**src/rtl/gamma_metric_buffer.sv**
```systemverilog
// gamma_metric_buffer
//   Branch-metric (gamma) store for the MAP decoder. Buffers one trellis
//   window of DEPTH steps, NCH signed W-bit metrics per step, written in
//   trellis order. The window is then replayed as a burst, either ascending
//   (for the alpha recursion) or descending (for the beta recursion). It can
//   optionally be held so that the same window is read twice.
//
// Ports
//   clk          clock, all logic on the rising edge
//   rst          synchronous active-high reset
//   wr_en_i      write one trellis step (accepted only while filling)
//   wr_data_i    NCH*W step metrics, channel k at [k*W +: W]
//   rd_start_i   request a burst readout (accepted only when full)
//   rd_dir_i     sampled with rd_start_i: 0 ascending, 1 descending
//   rd_hold_i    sampled with rd_start_i: 1 keep window, 0 release it
//   rd_data_o    registered read data, holds when rd_valid_o is low
//   rd_valid_o   rd_data_o carries a window entry this cycle
//   rd_last_o    final entry of the burst
//   w_done_o     level, window is full
//   r_done_o     one-cycle pulse with rd_last_o
//   wr_ovf_o     one-cycle pulse, a write was rejected
//   wr_count_o   entries currently written (0..DEPTH)

module gamma_metric_buffer #(
  parameter int W     = 16,
  parameter int DEPTH = 8,
  parameter int NCH   = 4,
  parameter int AW    = $clog2(DEPTH)
) (
  input  logic               clk,
  input  logic               rst,
  input  logic               wr_en_i,
  input  logic [NCH*W-1:0]   wr_data_i,
  input  logic               rd_start_i,
  input  logic               rd_dir_i,
  input  logic               rd_hold_i,
  output logic [NCH*W-1:0]   rd_data_o,
  output logic               rd_valid_o,
  output logic               rd_last_o,
  output logic               w_done_o,
  output logic               r_done_o,
  output logic               wr_ovf_o,
  output logic [AW:0]        wr_count_o
);

  localparam int CW = AW + 1;

  localparam logic [1:0] ST_FILL = 2'd0;
  localparam logic [1:0] ST_FULL = 2'd1;
  localparam logic [1:0] ST_READ = 2'd2;

  // Pointer bounds are explicit so a non-power-of-two DEPTH never wraps
  // through unused addresses.
  localparam logic [AW-1:0] PTR_LAST = AW'(DEPTH - 1);
  localparam logic [AW-1:0] PTR_ZERO = AW'(0);
  localparam logic [AW-1:0] PTR_ONE  = AW'(1);
  localparam logic [CW-1:0] CNT_ZERO = CW'(0);
  localparam logic [CW-1:0] CNT_ONE  = CW'(1);

  logic [NCH*W-1:0] mem_q [DEPTH];

  logic [1:0]       state_q,    state_d;
  logic [AW-1:0]    wr_ptr_q,   wr_ptr_d;
  logic [CW-1:0]    wr_count_q, wr_count_d;
  logic [AW-1:0]    rd_ptr_q,   rd_ptr_d;
  logic [AW-1:0]    rd_cnt_q,   rd_cnt_d;
  logic             rd_dir_q,   rd_dir_d;
  logic             rd_hold_q,  rd_hold_d;
  logic [NCH*W-1:0] rd_data_q,  rd_data_d;
  logic             rd_valid_q, rd_valid_d;
  logic             rd_last_q,  rd_last_d;
  logic             r_done_q,   r_done_d;
  logic             w_done_q,   w_done_d;
  logic             wr_ovf_q,   wr_ovf_d;
  logic             mem_we_s;

  // Next-state logic for the FILL / FULL / READ controller and its outputs.
  always_comb begin
    state_d    = state_q;
    wr_ptr_d   = wr_ptr_q;
    wr_count_d = wr_count_q;
    rd_ptr_d   = rd_ptr_q;
    rd_cnt_d   = rd_cnt_q;
    rd_dir_d   = rd_dir_q;
    rd_hold_d  = rd_hold_q;
    rd_data_d  = rd_data_q;
    w_done_d   = w_done_q;
    rd_valid_d = 1'b0;
    rd_last_d  = 1'b0;
    r_done_d   = 1'b0;
    wr_ovf_d   = 1'b0;
    mem_we_s   = 1'b0;

    case (state_q)
      ST_FILL: begin
        // rd_start_i is ignored here, even alongside the final write.
        if (wr_en_i) begin
          mem_we_s   = 1'b1;
          wr_count_d = wr_count_q + CNT_ONE;
          if (wr_ptr_q == PTR_LAST) begin
            wr_ptr_d = PTR_ZERO;
            w_done_d = 1'b1;
            state_d  = ST_FULL;
          end else begin
            wr_ptr_d = wr_ptr_q + PTR_ONE;
          end
        end else begin
          wr_ptr_d = wr_ptr_q;
        end
      end

      ST_FULL: begin
        wr_ovf_d = wr_en_i;
        if (rd_start_i) begin
          rd_dir_d  = rd_dir_i;
          rd_hold_d = rd_hold_i;
          rd_ptr_d  = rd_dir_i ? PTR_LAST : PTR_ZERO;
          rd_cnt_d  = PTR_ZERO;
          state_d   = ST_READ;
        end else begin
          state_d = ST_FULL;
        end
      end

      ST_READ: begin
        wr_ovf_d   = wr_en_i;
        rd_data_d  = mem_q[rd_ptr_q];
        rd_valid_d = 1'b1;
        if (rd_cnt_q == PTR_LAST) begin
          // Final beat: pointer is left in range rather than stepped past.
          rd_last_d = 1'b1;
          r_done_d  = 1'b1;
          if (rd_hold_q) begin
            state_d = ST_FULL;
          end else begin
            state_d    = ST_FILL;
            w_done_d   = 1'b0;
            wr_ptr_d   = PTR_ZERO;
            wr_count_d = CNT_ZERO;
          end
        end else begin
          rd_cnt_d = rd_cnt_q + PTR_ONE;
          rd_ptr_d = rd_dir_q ? (rd_ptr_q - PTR_ONE) : (rd_ptr_q + PTR_ONE);
        end
      end

      default: begin
        state_d    = ST_FILL;
        wr_ptr_d   = PTR_ZERO;
        wr_count_d = CNT_ZERO;
        w_done_d   = 1'b0;
      end
    endcase
  end

  // Control and output registers; rd_data also clears on reset.
  always_ff @(posedge clk) begin
    if (rst) begin
      state_q    <= ST_FILL;
      wr_ptr_q   <= PTR_ZERO;
      wr_count_q <= CNT_ZERO;
      rd_ptr_q   <= PTR_ZERO;
      rd_cnt_q   <= PTR_ZERO;
      rd_dir_q   <= 1'b0;
      rd_hold_q  <= 1'b0;
      rd_data_q  <= {(NCH*W){1'b0}};
      rd_valid_q <= 1'b0;
      rd_last_q  <= 1'b0;
      r_done_q   <= 1'b0;
      w_done_q   <= 1'b0;
      wr_ovf_q   <= 1'b0;
    end else begin
      state_q    <= state_d;
      wr_ptr_q   <= wr_ptr_d;
      wr_count_q <= wr_count_d;
      rd_ptr_q   <= rd_ptr_d;
      rd_cnt_q   <= rd_cnt_d;
      rd_dir_q   <= rd_dir_d;
      rd_hold_q  <= rd_hold_d;
      rd_data_q  <= rd_data_d;
      rd_valid_q <= rd_valid_d;
      rd_last_q  <= rd_last_d;
      r_done_q   <= r_done_d;
      w_done_q   <= w_done_d;
      wr_ovf_q   <= wr_ovf_d;
    end
  end

  // Metric storage; deliberately not cleared by reset.
  always_ff @(posedge clk) begin
    if (mem_we_s) begin
      mem_q[wr_ptr_q] <= wr_data_i;
    end
  end

  assign rd_data_o  = rd_data_q;
  assign rd_valid_o = rd_valid_q;
  assign rd_last_o  = rd_last_q;
  assign r_done_o   = r_done_q;
  assign w_done_o   = w_done_q;
  assign wr_ovf_o   = wr_ovf_q;
  assign wr_count_o = wr_count_q;

endmodule

```
**config.mk**
```make
export PLATFORM = sky130hd
export DESIGN_NAME = gamma_metric_buffer
export DESIGN_NICKNAME = d
export VERILOG_FILES = /design/src/rtl/gamma_metric_buffer.sv
export SDC_FILE = /design/constraint.sdc
export NUM_CORES = 1
export LEC_CHECK = 0
export ABC_AREA = 1
export ABC_CLOCK_PERIOD_IN_PS = 3700
export CORE_ASPECT_RATIO = 0.5
export CORE_MARGIN = 2
export CORE_UTILIZATION = 54
export DETAILED_ROUTE_END_ITERATION = 8
export PLACE_DENSITY = 0.83
export REMOVE_ABC_BUFFERS = 1
export SLEW_MARGIN = 20
export SYNTH_ARGS = -nofsm -noshare
export SYNTH_HDL_FRONTEND = slang
export SYNTH_SLANG_ARGS = --single-unit
```
**constraint.sdc**
```tcl
create_clock -name clk -period 3.7 [get_ports clk]
set_input_delay 0.555 -clock clk [delete_from_list [all_inputs] [get_ports clk]]
set_output_delay 0.555 -clock clk [all_outputs]
set_load 0.02 [all_outputs]
```
After elaboration in Yosys (flattened, before gate mapping)
Memory sizes are Yosys's and may differ from the RTL's. A register that Yosys moved wholly into a read port is not among the register bits. Cells that the tools add are included.

Flip-flop bits (word level): 21. Bits in latches: 0. Bits in writable memories: 512. Memory bits (read-only): 0. Output and inout bits: 73. Memories kept: 1.

Memory list: mem_q (depth 8, bits a word 64, rd ports 1, clocked after memory_dff 1, wr ports 1, RTL line 60) `logic [NCH*W-1:0] mem_q [DEPTH];`.

Add/sub/neg operators: 5. Multipliers: 0. Divide/modulo/power cells: 0. $lt $le $gt $ge: 0. Eq/ne operators: 10. Shifts and indexed selects: 0. Multiplexer cells: 34. Bitwise operators: 3. Reduce and logical (&&, ||, !) cells: 10.

Operators with widths (count): 3-bit 2-to-1 mux (10); 4-bit 2-to-1 mux (3); 2-bit != test, second input constant (6); 3-bit case mux with 2 select lines (2); 4-bit case mux with 3 select lines (1); 1-bit 2-to-1 mux (11); 3-bit by 1-bit adder with 3-bit output, second input constant (3); 3-bit case mux with 3 select lines (1); 2-bit 2-to-1 mux (4); 3-bit equality test, second input constant (2); 2-bit case mux with 3 select lines (1); 3-bit AND reduction (2); 2-bit OR reduction (3); 5-bit AND reduction (1); 4-bit by 1-bit adder with 4-bit output, second input constant (1); 4-bit AND reduction (1); 1-bit inverter (3); 1-bit case mux with 3 select lines (1); 3-bit by 1-bit subtractor with 3-bit output, second input constant (1); 2-bit by 1-bit equality test with 1-bit output, second input constant (1); 2-bit equality test, second input constant (1); 2-bit logical NOT (1); 2-bit AND reduction (1); 2-bit nonzero test (1).

Depth between registers and ports, before layout
Word-level depth: 4. Gate-level depth with buffers: 11. Gate-level depth less buffers: 10.

Worst setup path before layout
Ideal clock, no wire load.

Kind: register -> register. Start point: reg state_q[0]. End point: mem mem_q[1][0] (netlist bit) (enable). Data arrival time: 3.507 ns. Required time: 3.213 ns. Setup slack: -0.294 ns. Cell stages (with the launch flop): 5. Path buffers: 0. Cells stage by stage: dfxtp_1 -> inv_1 -> ha_1 -> nand3_1 -> nor2_1.

Cells in the longest elaborated chain, start to end: 4.

Ends and longest elaborated chain: start, declared (RTL line 62) `logic [1:0] state_q, state_d;`; start signal, assigned (RTL line 173) `state_q <= state_d;`; 2-bit logical NOT (RTL line 94) `case (state_q)`; 1-bit 2-to-1 mux (RTL line 94); 1-bit 2-to-1 mux (RTL line 191) `if (mem_we_s) begin`; 1-bit 2-to-1 mux (implied by the code) (RTL line 192) `mem_q[wr_ptr_q] <= wr_data_i;`; end, declared (RTL line 60).

Every way passes these cells.

Worst setup path in the final report
Start point: reg state_q[0]. End point: mem mem_q[5][19] (netlist bit) (enable).

The elaborated chain is that of the path after synthesis.

==> flow_summary.toml <==
[synthesis]
synth_area_um2 = 25100
synthFlopType = "edfxtp_1"
ys.warnings.count = 0
synth_cell_types = 27
synth_cells = 2449
async_flop_share_pct = 0
syn_avg_cell_area_um2 = 10.2
seq_area_frac_synth_pct = 68.2
synth_edf_count = 512
synth_seq_cells = 597

[min_path]
hp-class = "register to register"

[floorplanning]
die_h_um = 156
dieArea_um2 = 48200
io_pins = 143
start_util_pct = 55.1
rows = 55
die_w_um = 309
coreArea_um2 = 45500

[timing]
finalHoldViolCount = 0
min_period_ns = 2.42
rsz0062_at_grt = "false"
timing.fmax_mhz = 413
slew_viol_final = 0
worst_pin_slew_ns = 1.07
setup_viol = 0
clock_skew_ns = 0.0161
finalCritPeriodShare_pct = 65.5
slew_headroom_pct = 28.6

[cts]
clk_latency_ns = 0.59
clock_sinks = 597
post_cts_buffers = 0
cts.clk_slew.worst_paths_ns = 0.07
cts-resized-gates = 0
clock_path_buffers = 3
cts_made_buffers = 51
root_buffer = "clkbuf_16"
tritoncts = "done"
cts_hold_buffers = 0
htreeDepth = 2

[setup_path]
critical_path_class = "register to register"
critPathMaxStageDelay_ns = 0.62
worstPathRequired_ns = 3.91
timing.critical_path.from_type = "register"
arrival_ns = 2.63
cp_max_fo = 41
slowest_stage = "buf_4"
end_kind = "register"
crit_chain = "inv_1 > ha_1 > nand3_1 > nor2_4 > buf_4"

[layout]
finalNetCount = 2627
final_common_cell = "nand2_1"
register_area_um2 = 17100
area_growth_pct = 14.5
fillCellCount = 3053
layout_common_cells = "nand2_1, inv_1, edfxtp_1"
final_cells = 3221
post-route-cell-area_um2 = 28700
multi_input_area_um2 = 5380
drive_gt1_share_pct = 4.79

[global_route]
grt_max_degree = 258
antenna_found_initial = 5
grt_pass1_wl_um = 86900
grt_pass1_vias = 16958
track_usage_pct = 23.2
overflow = 0

[power_and_ir_drop]
switching_share_pct = 20.5
power_density_nw_per_um2 = 468
ir_drop_v = 0.000418
p_seq_share_pct = 55.9
power.switching_mw = 2.75
p_comb_share_pct = 4.3
clockPowerShare_pct = 39.9
p_leak_nw = 12.2
internal_power_mw = 10.7

[routing]
viasPerCell = 5.36
finalWirelength_um = 56300
ant_nets = 0
via_count = 17274
dr.first_iter.drc_count = 1879
wl_per_cell_um = 17.5
drtPass1Iterations = 7
remaining_drc_errors = 0

[placement]
gp_congestion = 0.783
place_area_um2 = 27000
placed_cells = 3120
numPortBuffers = 142
dp.final_hpwl_um = 28900

[run]
cap_violations = 0

[run_status]
outcome = "finished clean"
==> critical path: cells and delay by family (launching register included) <==
family,cells,cell delay (ns)
AND/OR/NAND/NOR,2,0.58
flip-flops,1,0.34
adder cells (fa/ha/maj),1,0.33
buffers and inverters,2,0.75
==> routing by layer <==
layer	vias to the layer above	share of wire [%]	wire length (µm)	GRT usage (%)
met3	153	8.1	4590	3.26
met2	834	52	29200	41.9
met5	-	0	0	0
li1	8034	-	-	-
met1	8253	36	20500	27.9
met4	0	3.5	1990	10.7
==> state kept, by name (all words and copies together) (netlist names) <==
register,count
mem_q,512
rd_data_o,64
wr_count_o,4
rd_cnt_q,3
rd_ptr_q,3
wr_ptr_q,3
state_q,2
r_done_o,1
rd_dir_q,1
rd_hold_q,1
rd_valid_o,1
w_done_o,1
wr_ovf_o,1
==> stage by stage <==
stage	total power, mW	setup WS (ns)	TNS, ns	hold WS, ns	util [%]
after floorplan	7.93	-4.87	-429.80	0.442	-
after global placement	8.17	1.11	0	0.458	59.3
after detailed placement	8.21	1.06	0	0.471	59.3
after CTS	13.5	1.27	0	0.486	63.0
after global routing	13.8	1.13	0	0.514	63.1
final	13.4	1.28	0	0.483	63.1
==> cells in the mapped netlist, types with 3 or more instances <==
cell type / number / area share [%]
nand2_1: 607 / 9.1
o21ai_0: 67 / 1.3
clkbuf_1: 28 / 0.42
dfxtp_1: 85 / 6.8
inv_2: 3 / 0.045
edfxtp_1: 512 / 61
o21ai_1: 4 / 0.080
inv_1: 530 / 7.9
buf_1: 8 / 0.12
a21oi_1: 78 / 1.6
ha_1: 9 / 0.45
nor2_1: 23 / 0.34
nand3_1: 394 / 7.9
buf_2: 70 / 1.4
buf_6: 15 / 0.67
==> final timing paths <==
path / startpoint / endpoint / slack [ns] / cells after the start
worst max-delay path: state_q[0] / mem_q[5][19] / 1.28 / 5
worst min-delay path: rd_cnt_q[1] / rd_cnt_q[1] / 0.48 / 2
worst min register to register: rd_cnt_q[1] / rd_cnt_q[1] / 0.48 / 2
worst max register to register: state_q[0] / mem_q[5][19] / 1.28 / 5
==> layout make-up <==
| type | count | area share [%] |
|---|---|---|
| sequential | 597 | 59.6 |
| multi-input combinational | 1195 | 18.7 |
| inverter | 534 | 7.01 |
| timing repair buffer | 168 | 6.10 |
| clock buffer | 68 | 4.93 |
| tap | 627 | 2.74 |
| clock inverter | 27 | 0.868 |
| antenna | 5 | 0.0436 |
==> logic make-up (layout without fill, tap and decap cells) <==
family,count (synthesis),in the layout,share of synthesized area (%)
DFF,597,597,68.2
AOI/OAI and AO/OA,150,150,3.01
xor gates and xnor gates,3,3,0.105
buffers and inverters,657,797,10.7
adders and majority gates,10,10,0.529
and+or+nand+nor,1032,1032,17.5
other,0,5,0
==> power groups by stage <==
stage	Combinational, mW	Clock [mW]	Sequential [mW]
finish	0.574	5.35	7.50
floorplan	0.266	0	7.67
detailed placement	0.559	0	7.65
global route	0.628	5.68	7.51
global placement	0.536	0	7.64
CTS	0.571	5.40	7.50
(Power assumes the default switching activity.)
